$ cat src/rtl/vdecoder.sv
// vdecoder: hard-decision Viterbi decoder for the rate-1/2, K=3 code (g0 = 111, g1 = 101).
// Serial code bits are paired (c0 first, then c1). Each pair drives one add-compare-select
// step over 4 states. The survivor memory is a fixed-depth register exchange.
//
// Parameters:
//   TB_DEPTH  survivor length in pairs (>= 4); also the decode latency in pairs
//   METRIC_W  path-metric width (>= 4); metrics saturate at 2^METRIC_W-1
// Ports:
//   Clock        rising-edge clock
//   reset        asynchronous active-high reset
//   in_valid     in carries a code bit this cycle
//   in           serial code bit
//   out_valid    one-cycle pulse, out holds a decoded bit
//   out          decoded data bit, held until the next pulse
//   best_metric  (only with VDEC_BEST_METRIC_EN defined) minimum path metric before
//                normalization from the latest ACS step
module vdecoder #(
  parameter int unsigned TB_DEPTH = 16,
  parameter int unsigned METRIC_W = 6
) (
  input  logic                Clock,
  input  logic                reset,
  input  logic                in_valid,
  input  logic                in,
  output logic                out_valid,
  output logic                out
`ifdef VDEC_BEST_METRIC_EN
  ,
  output logic [METRIC_W-1:0] best_metric
`endif
);

  // Candidates need two extra bits: a saturated metric plus a branch metric of up to 2.
  localparam int unsigned CandW = METRIC_W + 2;
  localparam int unsigned CntW  = $clog2(TB_DEPTH + 1);
  // The oldest path bit is only ever consumed right after the update, so only the
  // TB_DEPTH-1 bits that survive the next shift are kept in registers.
  localparam int unsigned PathW = TB_DEPTH - 1;

  localparam logic [CntW-1:0]     CntMax = CntW'(TB_DEPTH);
  localparam logic [METRIC_W-1:0] PmMax  = {METRIC_W{1'b1}};
  localparam logic [METRIC_W-1:0] PmInit = {1'b1, {(METRIC_W - 1){1'b0}}};
  localparam logic [CandW-1:0]    SatMax = {2'b00, PmMax};

  logic                         phase_q, phase_d;
  logic                         c0_q, c0_d;
  logic [CntW-1:0]              cnt_q, cnt_d;
  logic [3:0][METRIC_W-1:0]     pm_q, pm_d;
  logic [3:0][PathW-1:0]        path_q, path_d;
  logic                         out_valid_q, out_valid_d;
  logic                         out_q, out_d;

  logic                         step;
  logic [3:0][CandW-1:0]        acs_pm;
  logic [3:0][TB_DEPTH-1:0]     acs_path;
  logic [CandW-1:0]             min_pm;
  logic [3:0][METRIC_W-1:0]     norm_pm;
  logic [1:0]                   best_idx;

  // Hamming distance between the received pair and the pair expected when input u
  // leaves state {s1, s0}.
  function automatic logic [1:0] branch_metric(logic u, logic s1, logic s0,
                                               logic r0, logic r1);
    return {1'b0, u ^ s1 ^ s0 ^ r0} + {1'b0, u ^ s0 ^ r1};
  endfunction

  assign step = in_valid & phase_q;

  // Next state {n1, n0} is reached with u = n1 from predecessors {n0, s0}, s0 in {0, 1}.
  always_comb begin : acs
    logic [1:0]       ns;
    logic [1:0]       p0;
    logic [1:0]       p1;
    logic [CandW-1:0] cand0;
    logic [CandW-1:0] cand1;
    acs_pm   = '0;
    acs_path = '0;
    ns       = '0;
    p0       = '0;
    p1       = '0;
    cand0    = '0;
    cand1    = '0;
    for (int i = 0; i < 4; i++) begin
      ns    = 2'(i);
      p0    = {ns[0], 1'b0};
      p1    = {ns[0], 1'b1};
      cand0 = CandW'(pm_q[p0]) + CandW'(branch_metric(ns[1], ns[0], 1'b0, c0_q, in));
      cand1 = CandW'(pm_q[p1]) + CandW'(branch_metric(ns[1], ns[0], 1'b1, c0_q, in));
      // Strict compare: a tie keeps the predecessor with s0 = 0.
      if (cand1 < cand0) begin
        acs_pm[i]   = cand1;
        acs_path[i] = {path_q[p1], ns[1]};
      end else begin
        acs_pm[i]   = cand0;
        acs_path[i] = {path_q[p0], ns[1]};
      end
    end
  end

  always_comb begin : norm
    logic [CandW-1:0] diff;
    diff    = '0;
    norm_pm = '0;
    min_pm  = acs_pm[0];
    for (int i = 1; i < 4; i++) begin
      if (acs_pm[i] < min_pm) min_pm = acs_pm[i];
    end
    for (int i = 0; i < 4; i++) begin
      diff       = acs_pm[i] - min_pm;
      norm_pm[i] = (diff > SatMax) ? PmMax : diff[METRIC_W-1:0];
    end
    // Strict compare: ties go to the lowest state index.
    best_idx = 2'd0;
    for (int i = 1; i < 4; i++) begin
      if (norm_pm[i] < norm_pm[best_idx]) best_idx = 2'(i);
    end
  end

  always_comb begin : next_state
    phase_d     = phase_q;
    c0_d        = c0_q;
    cnt_d       = cnt_q;
    pm_d        = pm_q;
    path_d      = path_q;
    out_valid_d = 1'b0;
    out_d       = out_q;
    if (in_valid) begin
      phase_d = ~phase_q;
      if (!phase_q) c0_d = in;
    end
    if (step) begin
      pm_d = norm_pm;
      for (int i = 0; i < 4; i++) begin
        path_d[i] = acs_path[i][PathW-1:0];
      end
      if (cnt_q != CntMax) cnt_d = cnt_q + CntW'(1);
      if (cnt_d == CntMax) begin
        out_valid_d = 1'b1;
        out_d       = acs_path[best_idx][TB_DEPTH-1];
      end
    end
  end

  always_ff @(posedge Clock or posedge reset) begin
    if (reset) begin
      phase_q     <= 1'b0;
      c0_q        <= 1'b0;
      cnt_q       <= '0;
      // Encoder assumed to start in state 0.
      pm_q        <= {PmInit, PmInit, PmInit, {METRIC_W{1'b0}}};
      path_q      <= '0;
      out_valid_q <= 1'b0;
      out_q       <= 1'b0;
    end else begin
      phase_q     <= phase_d;
      c0_q        <= c0_d;
      cnt_q       <= cnt_d;
      pm_q        <= pm_d;
      path_q      <= path_d;
      out_valid_q <= out_valid_d;
      out_q       <= out_d;
    end
  end

  assign out_valid = out_valid_q;
  assign out       = out_q;

`ifdef VDEC_BEST_METRIC_EN
  logic [METRIC_W-1:0] best_metric_q, best_metric_d;

  // Some state always sits at 0 after normalization, so the raw minimum is at most 2.
  always_comb begin : best_metric_next
    best_metric_d = best_metric_q;
    if (step) best_metric_d = min_pm[METRIC_W-1:0];
  end

  always_ff @(posedge Clock or posedge reset) begin
    if (reset) begin
      best_metric_q <= '0;
    end else begin
      best_metric_q <= best_metric_d;
    end
  end

  assign best_metric = best_metric_q;
`endif

endmodule

$ cat config.mk
export PLATFORM = sky130hd
export DESIGN_NAME = vdecoder
export DESIGN_NICKNAME = d
export VERILOG_FILES = /design/src/rtl/vdecoder.sv
export SDC_FILE = /design/constraint.sdc
export NUM_CORES = 1
export LEC_CHECK = 0
export ABC_AREA = 0
export BUFFER_PORTS_ARGS = -buffer_cell sky130_fd_sc_hd__buf_2
export CELL_PAD_IN_SITES_DETAIL_PLACEMENT = 0
export CELL_PAD_IN_SITES_GLOBAL_PLACEMENT = 1
export CORE_UTILIZATION = 40
export DETAILED_ROUTE_END_ITERATION = 10
export GPL_ROUTABILITY_DRIVEN = 0
export GPL_TIMING_DRIVEN = 0
export PLACE_DENSITY = 0.7
export SETUP_SLACK_MARGIN = 0.15
export SKIP_LAST_GASP = 1
export SYNTH_ARGS = -nofsm -noshare
export SYNTH_HDL_FRONTEND = slang
export SYNTH_SLANG_ARGS = --single-unit
$ cat constraint.sdc
create_clock -name Clock -period 18.2 [get_ports Clock]
set_input_delay 1.82 -clock Clock [delete_from_list [all_inputs] [get_ports Clock]]
set_output_delay 1.82 -clock Clock [all_outputs]
set_load 0.03 [all_outputs]
==> impl_metrics.ini <==
[die]
die_h_um = 144.4
die_area_sq_um = 20860
die_x_um = 144.4
start_util = 0.4130
ios = 6
rows = 51
core_sq_um = 19650

[timing]
finalClockSkew_ps = 7.963
rsz0062_at_grt = false
report.final.setup_viol = 0
finalMaxSlewViolations = 0
fin_crit_sh = 0.9256
finalCriticalPeriod_ps = 16850
max_slew_margin = 0.2090
worst_pin_slew_ps = 1174
hold_viol = 0
fmax_mhz = 59.36
fin_ws_ps = 1355

[critical_path]
critical-path-top-delay-family = compound AO/OA/AOI/OAI gates
cp_max_fo = 10
crit_slowest_cell = mux2i_1
start_kind = input port
cp_common_cell = ha_1
critPathKind = input port to flip-flop
crit_path_end_kind = flip-flop
worstPathRequired_ps = 18400
worstPathArrival_ps = 17040
cp_num_buf_inv = 14
critical_path.max_stage_delay_ps = 600

[yosys]
synth_flop_cell = dfrtp_1
ys_ff_latch = 88
synth_compound_area_frac = 0.1569
muxShareOfSynthArea = 0.1202
synthCells = 963
synth_top_family_by_area = adder cells
synth_top_cell_area_share = 0.2621
ys_warn_count = 0
syn_nets = 1079
synth_async_sr_flop_share = 1.000
seq_area_frac_synth = 0.2718
avgSynthCellArea_sq_um = 8.428
synth_edf_count = 0
ys_types = 60
netlist_top_cells_count = nand2_1, ha_1, o21ai_0, dfrtp_1, mux2i_1
synthXorXnorAreaFrac = 0.06474
synth_top_cell_by_area = dfrtp_1
syn_area_sq_um = 8117
post-synth-top-count-cell = nand2_1
synthAdderAreaFrac = 0.1777
synth-simple-area-share = 0.1528
synth_top_cells_by_area = dfrtp_1, ha_1, mux2i_1

[global_routing]
antenna_found_initial = 0
grt_max_degree = 52
grt_pass1_wl_um = 35230
grt_pass1_vias = 6209
track_usage = 0.2293
grt.overflow.total = 0

[cts]
cts_tree = done
numCtsBuffers = 9
cts_hold_buffers = 0
cts_setup_buffers = 0
root_buffer = clkbuf_16
clockBufferDepth = 2
cts_max_level = 3
clk_pin_slew_worst_paths_ps = 70
cts_sinks = 88
clkLatencyLatePin_ps = 360

[finish]
synthToLayoutAreaGrowth_pct = 9.696
fin_nets = 1096
drive_above_1_share = 0.07520
multiInputGateArea_sq_um = 5535
fillCellCount = 2041
register_area_sq_um = 2206
antennaDiodeCount = 0

[routing]
drtIter0Drc = 412
route.detailed.drc = 0
via_per_inst = 5.340
ant_nets = 0
first_pass_iters = 5
wirelength_um = 22360
wl_per_cell_um = 17.90
vias = 6670

[place]
hpwl_um = 17880
post-place-ws_ps = -969.2
port_buffers = 5

[job]
drv_cap = 0

[status]
outcome = complete, no violations

[hold_path]
hp-class = flip-flop to flip-flop
-- sequential cells by signal, indices dropped and copies added (netlist names) --
signal,cells
c0_q,1
out,1
cnt_q,5
phase_q,1
pm_q,24
out_valid,1
path_q,55
-- final cells by class --
class / instances / share of cell area
buffer: 44 / 0.02305
clock buffer: 10 / 0.02684
clock inverter: 5 / 0.007307
inverter: 71 / 0.03021
multi-input combinational: 760 / 0.6217
sequential: 88 / 0.2478
tap: 265 / 0.03724
timing repair buffer: 6 / 0.005902
-- layout by cell type, fill, tap and decap left out, drive strengths merged, types with 3 or more instances in the layout --
| cell | netlist | layout |
|---|---|---|
| nand2 | 138 | 138 |
| o21ai | 110 | 110 |
| ha | 108 | 108 |
| dfrtp | 85 | 85 |
| mux2i | 82 | 82 |
| inv | 71 | 72 |
| nor2 | 55 | 55 |
| a21oi | 48 | 48 |
| clkbuf | 29 | 39 |
| xnor2 | 34 | 34 |
| xor2 | 26 | 26 |
| buf | 15 | 21 |
| a21o | 19 | 19 |
| nand2b | 17 | 17 |
| nand3 | 17 | 17 |
| nor2b | 15 | 15 |
| mux2 | 12 | 12 |
| and2 | 9 | 9 |
| a31oi | 9 | 9 |
| or2 | 5 | 5 |
| and3 | 5 | 5 |
| nand4 | 4 | 4 |
| fa | 4 | 4 |
| a311oi | 4 | 4 |
| o31ai | 3 | 3 |
| nand3b | 3 | 3 |
| o21a | 3 | 3 |
| o31a | 3 | 3 |
| clkinv | 0 | 3 |
| dfstp | 3 | 3 |
-- final timing paths --
path	from	endpoint	slack, ps	depth (start not counted)
min reg2reg	path_q[45]	path_q[45]	480	1
min	path_q[45]	path_q[45]	480	1
max reg2reg	c0_q	out	2530	79
max in group asynchronous	reset	path_q[21]	16040	3
max	in	out	1350	80
min in group asynchronous	reset	pm_q[22]	1510	2
-- cell families (layout without fill, tap and decap cells) --
kind of cell | count (synthesis) | count (layout)
compound gates | 217 | 217
simple gates | 276 | 276
flops | 88 | 88
mux | 94 | 94
fa+ha+maj | 113 | 113
xor+xnor | 60 | 60
buf+inv | 115 | 136
-- timing repair --
| item | in CTS | in global routing |
|---|---|---|
| hold endpoints to repair | 0 | 0 |
| resized for setup | 5 | 22 |
| endpoints found under the setup margin | 1 | 1 |
-- stage by stage --
| stage | setup TNS (ps) | cells | hold slack (ps) | utilization | area, sq um |
|---|---|---|---|---|---|
| floorplan | 0 | 963 | 434.6 | - | 8117 |
| global placement | -1046 | 1233 | 456.0 | 0.4311 | 8473 |
| detailed placement | -969.2 | 1234 | 458.6 | 0.4326 | 8503 |
| CTS | 0 | 1249 | 476.6 | 0.4489 | 8823 |
| global route | 0 | 1249 | 487.0 | 0.4530 | 8904 |
| finish | 0 | 1249 | 475.0 | 0.4530 | 8904 |
-- worst register-to-register path: cells and delay by family (launching register included) --
| family | cells | cell delay [ps] |
|---|---|---|
| compound gates | 33 | 5950 |
| xor+xnor | 1 | 180 |
| fa+ha+maj | 10 | 2920 |
| buf+inv | 13 | 2020 |
| flops | 1 | 440 |
| mux | 5 | 1700 |
| simple gates | 17 | 2290 |
-- layer usage --
layer	vias up	wire length, um	global-route usage
met2	104	9554	0.3388
met4	0	262	0.04986
met1	3192	11660	0.3438
met3	16	883	0.03974
li1	3358	-	-
met5	-	0	0
Power is not shown: default switching activity piles up to over one toggle a cycle in this logic, so the estimate is an artifact.
